===== config.mk =====
export PLATFORM = sky130hd
export DESIGN_NAME = alu_sequencer
export DESIGN_NICKNAME = d
export VERILOG_FILES = /design/src/rtl/alu_sequencer.sv
export SDC_FILE = /design/constraint.sdc
export NUM_CORES = 1
export LEC_CHECK = 0
export ABC_AREA = 0
export BUFFER_PORTS_ARGS = -buffer_cell sky130_fd_sc_hd__buf_2
export CAP_MARGIN = 40
export CORE_AREA = 2 2 67 69
export CTS_CLUSTER_SIZE = 30
export DETAILED_ROUTE_END_ITERATION = 8
export DIE_AREA = 0 0 69 71
export GPL_TIMING_DRIVEN = 0
export PLACE_DENSITY_LB_ADDON = 0.08
export SLEW_MARGIN = 5
export SYNTH_ARGS = -nofsm -noshare
export SYNTH_HDL_FRONTEND = slang
export SYNTH_SLANG_ARGS = --single-unit

===== constraint.sdc =====
create_clock -name Clk -period 2.6 [get_ports Clk]
set_clock_uncertainty 0.2 [all_clocks]
set_input_delay 0.13 -clock Clk [delete_from_list [all_inputs] [get_ports Clk]]
set_output_delay 0.13 -clock Clk [all_outputs]
set_load 0.05 [all_outputs]

===== src/rtl/alu_sequencer.sv =====
// Control/writeback stage around the ALU: issues one op at a time, waits out the
// divider latency, writes back and updates NZP. Optional aux writeback via ALU_AUX_WB_EN.
module alu_sequencer #(
    parameter int DIV_CYCLES = 17
) (
    input  logic        Clk,
    input  logic        Reset_n,
    input  logic        req_valid,
    output logic        req_ready,
    input  logic [2:0]  req_op,
    input  logic [2:0]  req_dr,
    output logic [2:0]  alu_select,
    output logic        div_start,
    input  logic [15:0] alu_data,
    input  logic [15:0] alu_aux,
    output logic        wb_valid,
    output logic [2:0]  wb_dr,
    output logic [15:0] wb_data,
    output logic [2:0]  nzp,
    output logic        busy,
    output logic        illegal_op
`ifdef ALU_AUX_WB_EN
    ,
    output logic        aux_valid,
    output logic [15:0] aux_data
`endif
);

    typedef enum logic [2:0] {
        S_IDLE      = 3'd0,
        S_EXEC      = 3'd1,
        S_DIV_START = 3'd2,
        S_DIV_WAIT  = 3'd3,
        S_WB        = 3'd4
    } state_t;

    localparam logic [2:0] OP_PASS  = 3'b011;
    localparam logic [2:0] OP_MUL   = 3'b100;
    localparam logic [2:0] OP_DIV   = 3'b101;
    localparam logic [5:0] CNT_LOAD = 6'(DIV_CYCLES - 1);

    state_t      state_q, state_d;
    logic [2:0]  op_q, op_d;
    logic [2:0]  dr_q, dr_d;
    logic [5:0]  cnt_q, cnt_d;
    logic [15:0] wb_data_q, wb_data_d;
    logic [2:0]  wb_dr_q, wb_dr_d;
    logic        wb_valid_q, wb_valid_d;
    logic [2:0]  nzp_q, nzp_d;
    logic        req_ready_q, req_ready_d;
    logic        busy_q, busy_d;
    logic        illegal_q, illegal_d;
    logic [2:0]  select_q, select_d;
    logic        div_start_q, div_start_d;
    logic        capture_s;

    // Exactly one of N/Z/P is set for any value.
    function automatic logic [2:0] nzp_of(input logic [15:0] v);
        logic zero;
        zero   = (v == 16'h0000);
        nzp_of = {v[15], zero, ~v[15] & ~zero};
    endfunction

    // Next-state and next-output logic; outputs are derived from state_d so they register cleanly.
    always_comb begin
        state_d   = state_q;
        op_d      = op_q;
        dr_d      = dr_q;
        cnt_d     = cnt_q;
        wb_data_d = wb_data_q;
        nzp_d     = nzp_q;
        illegal_d = 1'b0;
        capture_s = 1'b0;
        case (state_q)
            S_IDLE: begin
                if (req_valid) begin
                    if (req_op[2:1] == 2'b11) begin
                        illegal_d = 1'b1;
                    end else begin
                        op_d    = req_op;
                        dr_d    = req_dr;
                        state_d = (req_op == OP_DIV) ? S_DIV_START : S_EXEC;
                    end
                end else begin
                    illegal_d = 1'b0;
                end
            end
            S_EXEC: begin
                capture_s = 1'b1;
                state_d   = S_WB;
            end
            S_DIV_START: begin
                cnt_d   = CNT_LOAD;
                state_d = S_DIV_WAIT;
            end
            S_DIV_WAIT: begin
                if (cnt_q == 6'd0) begin
                    capture_s = 1'b1;
                    state_d   = S_WB;
                end else begin
                    cnt_d = cnt_q - 6'd1;
                end
            end
            S_WB: begin
                nzp_d   = nzp_of(wb_data_q);
                state_d = S_IDLE;
            end
            default: begin
                state_d = S_IDLE;
            end
        endcase

        if (capture_s) begin
            wb_data_d = alu_data;
        end else begin
            wb_data_d = wb_data_d;
        end

        req_ready_d = (state_d == S_IDLE);
        busy_d      = (state_d != S_IDLE);
        wb_valid_d  = (state_d == S_WB);
        wb_dr_d     = (state_d == S_WB) ? dr_d : wb_dr_q;
        div_start_d = (state_d == S_DIV_START);
        select_d    = (state_d == S_IDLE) ? OP_PASS : op_d;
    end

`ifdef ALU_AUX_WB_EN
    logic [15:0] aux_data_q, aux_data_d;
    logic        aux_valid_q, aux_valid_d;
    logic        aux_op_s;

    // Only MUL (high word) and DIV (remainder) produce a meaningful aux result.
    always_comb begin
        aux_op_s    = (op_q == OP_MUL) || (op_q == OP_DIV);
        aux_data_d  = aux_data_q;
        aux_valid_d = 1'b0;
        if (capture_s && aux_op_s) begin
            aux_data_d = alu_aux;
        end else begin
            aux_data_d = aux_data_q;
        end
        if ((state_d == S_WB) && aux_op_s) begin
            aux_valid_d = 1'b1;
        end else begin
            aux_valid_d = 1'b0;
        end
    end

    // Aux writeback registers.
    always_ff @(posedge Clk or negedge Reset_n) begin
        if (!Reset_n) begin
            aux_data_q  <= 16'h0000;
            aux_valid_q <= 1'b0;
        end else begin
            aux_data_q  <= aux_data_d;
            aux_valid_q <= aux_valid_d;
        end
    end

    assign aux_data  = aux_data_q;
    assign aux_valid = aux_valid_q;
`else
    logic unused_aux_s;
    assign unused_aux_s = ^alu_aux;
`endif

    // Sequencer state and registered outputs.
    always_ff @(posedge Clk or negedge Reset_n) begin
        if (!Reset_n) begin
            state_q     <= S_IDLE;
            op_q        <= 3'b000;
            dr_q        <= 3'b000;
            cnt_q       <= 6'd0;
            wb_data_q   <= 16'h0000;
            wb_dr_q     <= 3'b000;
            wb_valid_q  <= 1'b0;
            nzp_q       <= 3'b010;
            req_ready_q <= 1'b1;
            busy_q      <= 1'b0;
            illegal_q   <= 1'b0;
            select_q    <= OP_PASS;
            div_start_q <= 1'b0;
        end else begin
            state_q     <= state_d;
            op_q        <= op_d;
            dr_q        <= dr_d;
            cnt_q       <= cnt_d;
            wb_data_q   <= wb_data_d;
            wb_dr_q     <= wb_dr_d;
            wb_valid_q  <= wb_valid_d;
            nzp_q       <= nzp_d;
            req_ready_q <= req_ready_d;
            busy_q      <= busy_d;
            illegal_q   <= illegal_d;
            select_q    <= select_d;
            div_start_q <= div_start_d;
        end
    end

    assign req_ready  = req_ready_q;
    assign busy       = busy_q;
    assign wb_valid   = wb_valid_q;
    assign wb_dr      = wb_dr_q;
    assign wb_data    = wb_data_q;
    assign nzp        = nzp_q;
    assign illegal_op = illegal_q;
    assign alu_select = select_q;
    assign div_start  = div_start_q;

endmodule

=== After elaboration in Yosys (flattened, before gate mapping) ===
Index checks and enable logic that the tools add are counted.
W data, S select, Z words.

* Add/subtract/negate cells: 1
* Equality and inequality tests: 9
* Multiplexer cells: 19
* Bitwise operators: 3
* Reductions and logical operators: 7

{| class="wikitable"
|+ Operators by type and width
! operator !! number
|-
| $mux W3 || 10
|-
| $logic_not A16 Y1 || 1
|-
| $pmux W3 S4 || 1
|-
| $pmux W6 S2 || 1
|-
| $eq A3 B2 Y1 const B || 3
|-
| $eq A3 B3 Y1 const B || 3
|-
| $logic_not A3 Y1 || 2
|-
| $logic_not A6 Y1 || 1
|-
| $mux W6 || 1
|-
| $sub A6 B1 Y6 const B || 1
|-
| $mux W1 || 4
|-
| $eq A3 B1 Y1 const B || 1
|-
| $reduce_bool A3 Y1 || 1
|-
| $eq A2 B2 Y1 const B || 1
|-
| $mux W2 || 1
|-
| $ne A2 B2 Y1 const B || 1
|-
| $not A1 Y1 || 2
|-
| $pmux W1 S2 || 1
|-
| $reduce_and A2 Y1 || 1
|-
| $reduce_bool A2 Y1 || 1
|-
| $and A1 B1 Y1 || 1
|}

* Register bits after elaboration: 45
* Bits of input ports: 41

=== Longest topological paths before layout ===
* Depth in word-level cells: 7
* Mapped depth: 7
* Mapped depth without buffers: 6

=== Least setup slack after synthesis ===
Ideal clock, no wire load.

* Path kind: register to register
* Start point: register state_q[2]
* End point: register wb_dr_q[2] (netlist: wb_dr[2])
* Arrival time: 1.791 ns
* Required time: 2.275 ns
* Slack: 0.484 ns
* Cell stages (with the launch flop): 6
* Buffers on the path: 1
* Cells stage by stage: dfrtp_1 -> or4b_4 -> nand2b_4 -> buf_6 -> mux2_4 -> mux2_2

* Elaborated cells on any way between the ends: 10

{| class="wikitable"
|+ RTL lines
! item !! RTL line !! source
|-
| start: declaration || 42 || <nowiki>state_t state_q, state_d;</nowiki>
|-
| start signal: assignment || 184 || <nowiki>state_q <= state_d;</nowiki>
|-
| $logic_not A3 Y1 || 74 || <nowiki>case (state_q)</nowiki>
|-
| $mux W3 || 74 ||
|-
| via dr_d[2] || 44 || <nowiki>logic [2:0] dr_q, dr_d;</nowiki>
|-
| end signal: assignment || 189 || <nowiki>wb_dr_q <= wb_dr_d;</nowiki>
|-
| end: declaration || 47 || <nowiki>logic [2:0] wb_dr_q, wb_dr_d;</nowiki>
|}

The timed path passes the listed nets, and every way through them passes these cells.
A chain may end at the register's enable or synchronous reset.

=== Worst setup path after layout ===
* Start point: register cnt_q[0]
* End point: register wb_data_q[1] (netlist: wb_data[1])

* Word-level cells in the longest chain between the ends: 3

{| class="wikitable"
|+ Ends and longest elaborated chain
! item !! RTL line !! source
|-
| start: declaration || 45 || <nowiki>logic [5:0] cnt_q, cnt_d;</nowiki>
|-
| start signal: assignment || 187 || <nowiki>cnt_q <= cnt_d;</nowiki>
|-
| $logic_not A6 Y1 || 97 || <nowiki>if (cnt_q == 6'd0) begin</nowiki>
|-
| $mux W1 || 97 ||
|-
| $pmux W1 S2 || 74 ||
|-
| end signal: assignment || 188 || <nowiki>wb_data_q <= wb_data_d;</nowiki>
|-
| end: declaration || 46 || <nowiki>logic [15:0] wb_data_q, wb_data_d;</nowiki>
|}

No other way between the ends.

==> impl_metrics.ini <==
[cells_and_area]
drive_gt1_share_pct = 41.0
n_fill_cell = 374
multi_input_area_um2 = 663
area.sequential_mm2 = 0.00113
nets = 276
final_common_cell = buf_2
area_growth_pct = 38.8
layout_common_cells = buf_2, dfrtp_1, dlygate4sd3_1
antenna-diode-count = 0

[sta]
setup_viol = 0
drv_slew = 0
tightest_slew_ns = 0.526
layout_setup_ws_ns = 0.283
fmax_mhz = 432
finalSetupTns_ns = 0
period_needed_ns = 2.32
slew-limit-headroom_pct = 64.9
hold_violations = 0
period_share_pct = 89.1
rsz0062_at_grt = false

[drt]
first_pass_iters = 5
wl_met2_um = 1910
routed_wl_um = 3710
drt.antenna.violating_nets = 0
drc = 0
first_iter_violations = 121
wl_met3_um = 172
routed_via_density = 4.92
dr.max_layer_used = met4
routedWlPerCell_um = 13.0
vias = 1407
wl_met1_um = 1570

[worst_setup_path]
startpoint = cnt_q[0]
rrSetupSlack_ns = 0.28
slowest_delay_ns = 0.40
arrival_ns = 2.29
crit_cells = 7
r2r_end = wb_data[1]
worstPathRequired_ns = 2.58
r2r_cells = 7
worst_setup_path_start_kind = flop
cp_max_fo = 10
cp_top_family = flip-flops
timing.rr.start = cnt_q[0]
critPathBufInv = 2
critPathCapture = wb_data[1]
worstSetupPathType = reg2reg
crit_chain = inv_1 -> ha_1 -> nor2b_1 -> nand2_1 -> a211o_1 -> clkbuf_1 -> mux2_2
critical_path.endpoint_type = flop
crit_slowest_cell = dfrtp_1

[global_route]
grt-ovfl-total = 0
grt_start_max_net_pins = 26
grt_antenna_before_repair = 0
grt_pass1_wl_um = 6350
grt_use_total_pct = 16.2
first_global_vias = 1477

[power_and_ir_drop]
p_int_mw = 1.90
p_comb_share_pct = 52.2
p_per_area_mw_per_mm2 = 1400
swShare_pct = 46.8
leakage_nw = 1.24
ir_worst_vdd_mv = 0.915
clockPowerShare_pct = 12.9
p_seq_share_pct = 34.9
p_sw_mw = 1.67

[floorplanning]
die_w_um = 69
initial_utilization_pct = 43.7
dieArea_mm2 = 0.00490
rows = 24
io_pins = 71
core_area_mm2 = 0.00420
die_y_um = 71

[clock_network]
clockBufferDepth = 2
h-tree-depth = 2
clk_pin_slew_worst_paths_ns = 0.08
cts-buffers-inserted = 5
clock_latency_ns = 0.29
cts_tree = done
postCtsSetupRepairBufs = 0
cts_num_sinks = 45
clockRootBuffer = clkbuf_8

[synth]
seq_area_frac_synth_pct = 61.5
syn_nets = 189
avgSynthCellArea_um2 = 12.6
netlist_area_mm2 = 0.00184
ys_ff_latch = 45
yosys.cell_types.count = 30
syn_inst = 146
ys_warn_count = 0

[placement]
portBuffers = 54
gp_congestion = 0.767
pre_cts_ws_ns = 0.315
hpwl_um = 2670

[run]
cap_violations = 0

[status]
status = finished, final reports clean

[worst_hold_path]
hold_path_class = in2reg
## Yosys cell counts, drive strengths merged
cell / count / area share, %
a31oi: 2 / 0.68
inv: 7 / 1.4
nor2b: 2 / 0.68
mux2i: 1 / 0.54
buf: 1 / 0.61
o22ai: 2 / 0.68
or4b: 1 / 0.75
o32a: 1 / 0.54
nand4: 1 / 0.34
a22o: 1 / 0.48
a21o: 1 / 0.41
nor3: 2 / 0.54
dfstp: 4 / 5.7
dfrtp: 41 / 56
mux2: 24 / 15
nor2: 15 / 3.1
ha: 2 / 1.4
or2: 2 / 0.68
nand3: 1 / 0.27
a211o: 1 / 0.48
nand2: 10 / 2.0
o21ai: 9 / 2.4
a21oi: 3 / 0.82
nand2b: 4 / 1.8
clkbuf: 2 / 0.41
or4: 1 / 0.41
nor4: 4 / 1.4
o21a: 1 / 0.41
## routing by layer
layer	track usage, %	up-vias
met5	0	-
li1	-	681
met1	19.0	681
met3	3.42	6
met4	6.54	0
met2	28.8	39
## flip-flops by register name, indices dropped and copies added, names as in the netlist
| register | count |
|---|---|
| illegal_op | 1 |
| dr_q | 3 |
| busy | 1 |
| op_q | 3 |
| cnt_q | 6 |
| div_start | 1 |
| req_ready | 1 |
| alu_select | 3 |
| wb_data | 16 |
| nzp | 3 |
| state_q | 3 |
| wb_valid | 1 |
| wb_dr | 3 |
## layout make-up
| cell class | instances | share of cell area, % |
|---|---|---|
| sequential | 45 | 44.3 |
| multi-input combinational | 91 | 26.0 |
| timing repair buffer | 80 | 21.5 |
| clock buffer | 7 | 3.77 |
| tap | 52 | 2.55 |
| inverter | 7 | 1.03 |
| buffer | 3 | 0.735 |
| clock inverter | 1 | 0.196 |
## what timing repair did
item	in CTS	in global routing
hold buffers	25	0
endpoints found under the hold margin	59	0
gates resized for setup	0	0
## power by group through the flow
stage	Clock [mW]	Sequential [mW]	Combinational, mW
finish	0.460	1.25	1.87
global route	0.503	1.29	1.99
CTS	0.479	1.25	1.88
detailed placement	0	1.26	1.84
global placement	0	1.24	1.80
floorplan	0	1.99	0.685
## worst min-delay path: stages
cell and delay (ns):
buf_2 0.11, or4b_4 0.22, nor2_1 0.05
## logic make-up after synthesis
logic type	share of synthesized area [%]
buffers and inverters	2.45
muxes	15.9
DFF	61.5
AOI/OAI and AO/OA	6.94
adders and majority gates	1.36
and+or+nand+nor	11.9
## stage by stage
stage / utilization [%] / area, µm² / power [mW] / instances / hold slack [ns]
finish: 60.7 / 2550 / 3.57 / 286 / 0.0565
detailed placement: 52.4 / 2200 / 3.10 / 253 / -0.0600
global route: 60.7 / 2550 / 3.79 / 286 / 0.0664
global placement: 51.7 / 2170 / 3.05 / 252 / 0.129
CTS: 60.7 / 2550 / 3.60 / 286 / 0.0433
floorplan: - / 1840 / 2.67 / 146 / -0.366
## how the worst min path moves through the flow
stage          startpoint       endpoint  slack (ns)  cells after the start
2_1_floorplan     Reset_n  alu_select[2]       -0.37                      0
3_3_place_gp      Reset_n     illegal_op        0.13                      1
3_5_place_dp      Reset_n     illegal_op       -0.06                      1
4_1_cts         req_valid     illegal_op        0.04                      3
5_1_grt         req_valid     illegal_op        0.07                      3
6_report        req_valid     illegal_op        0.06                      3
Power figures use the tool's default switching activity.
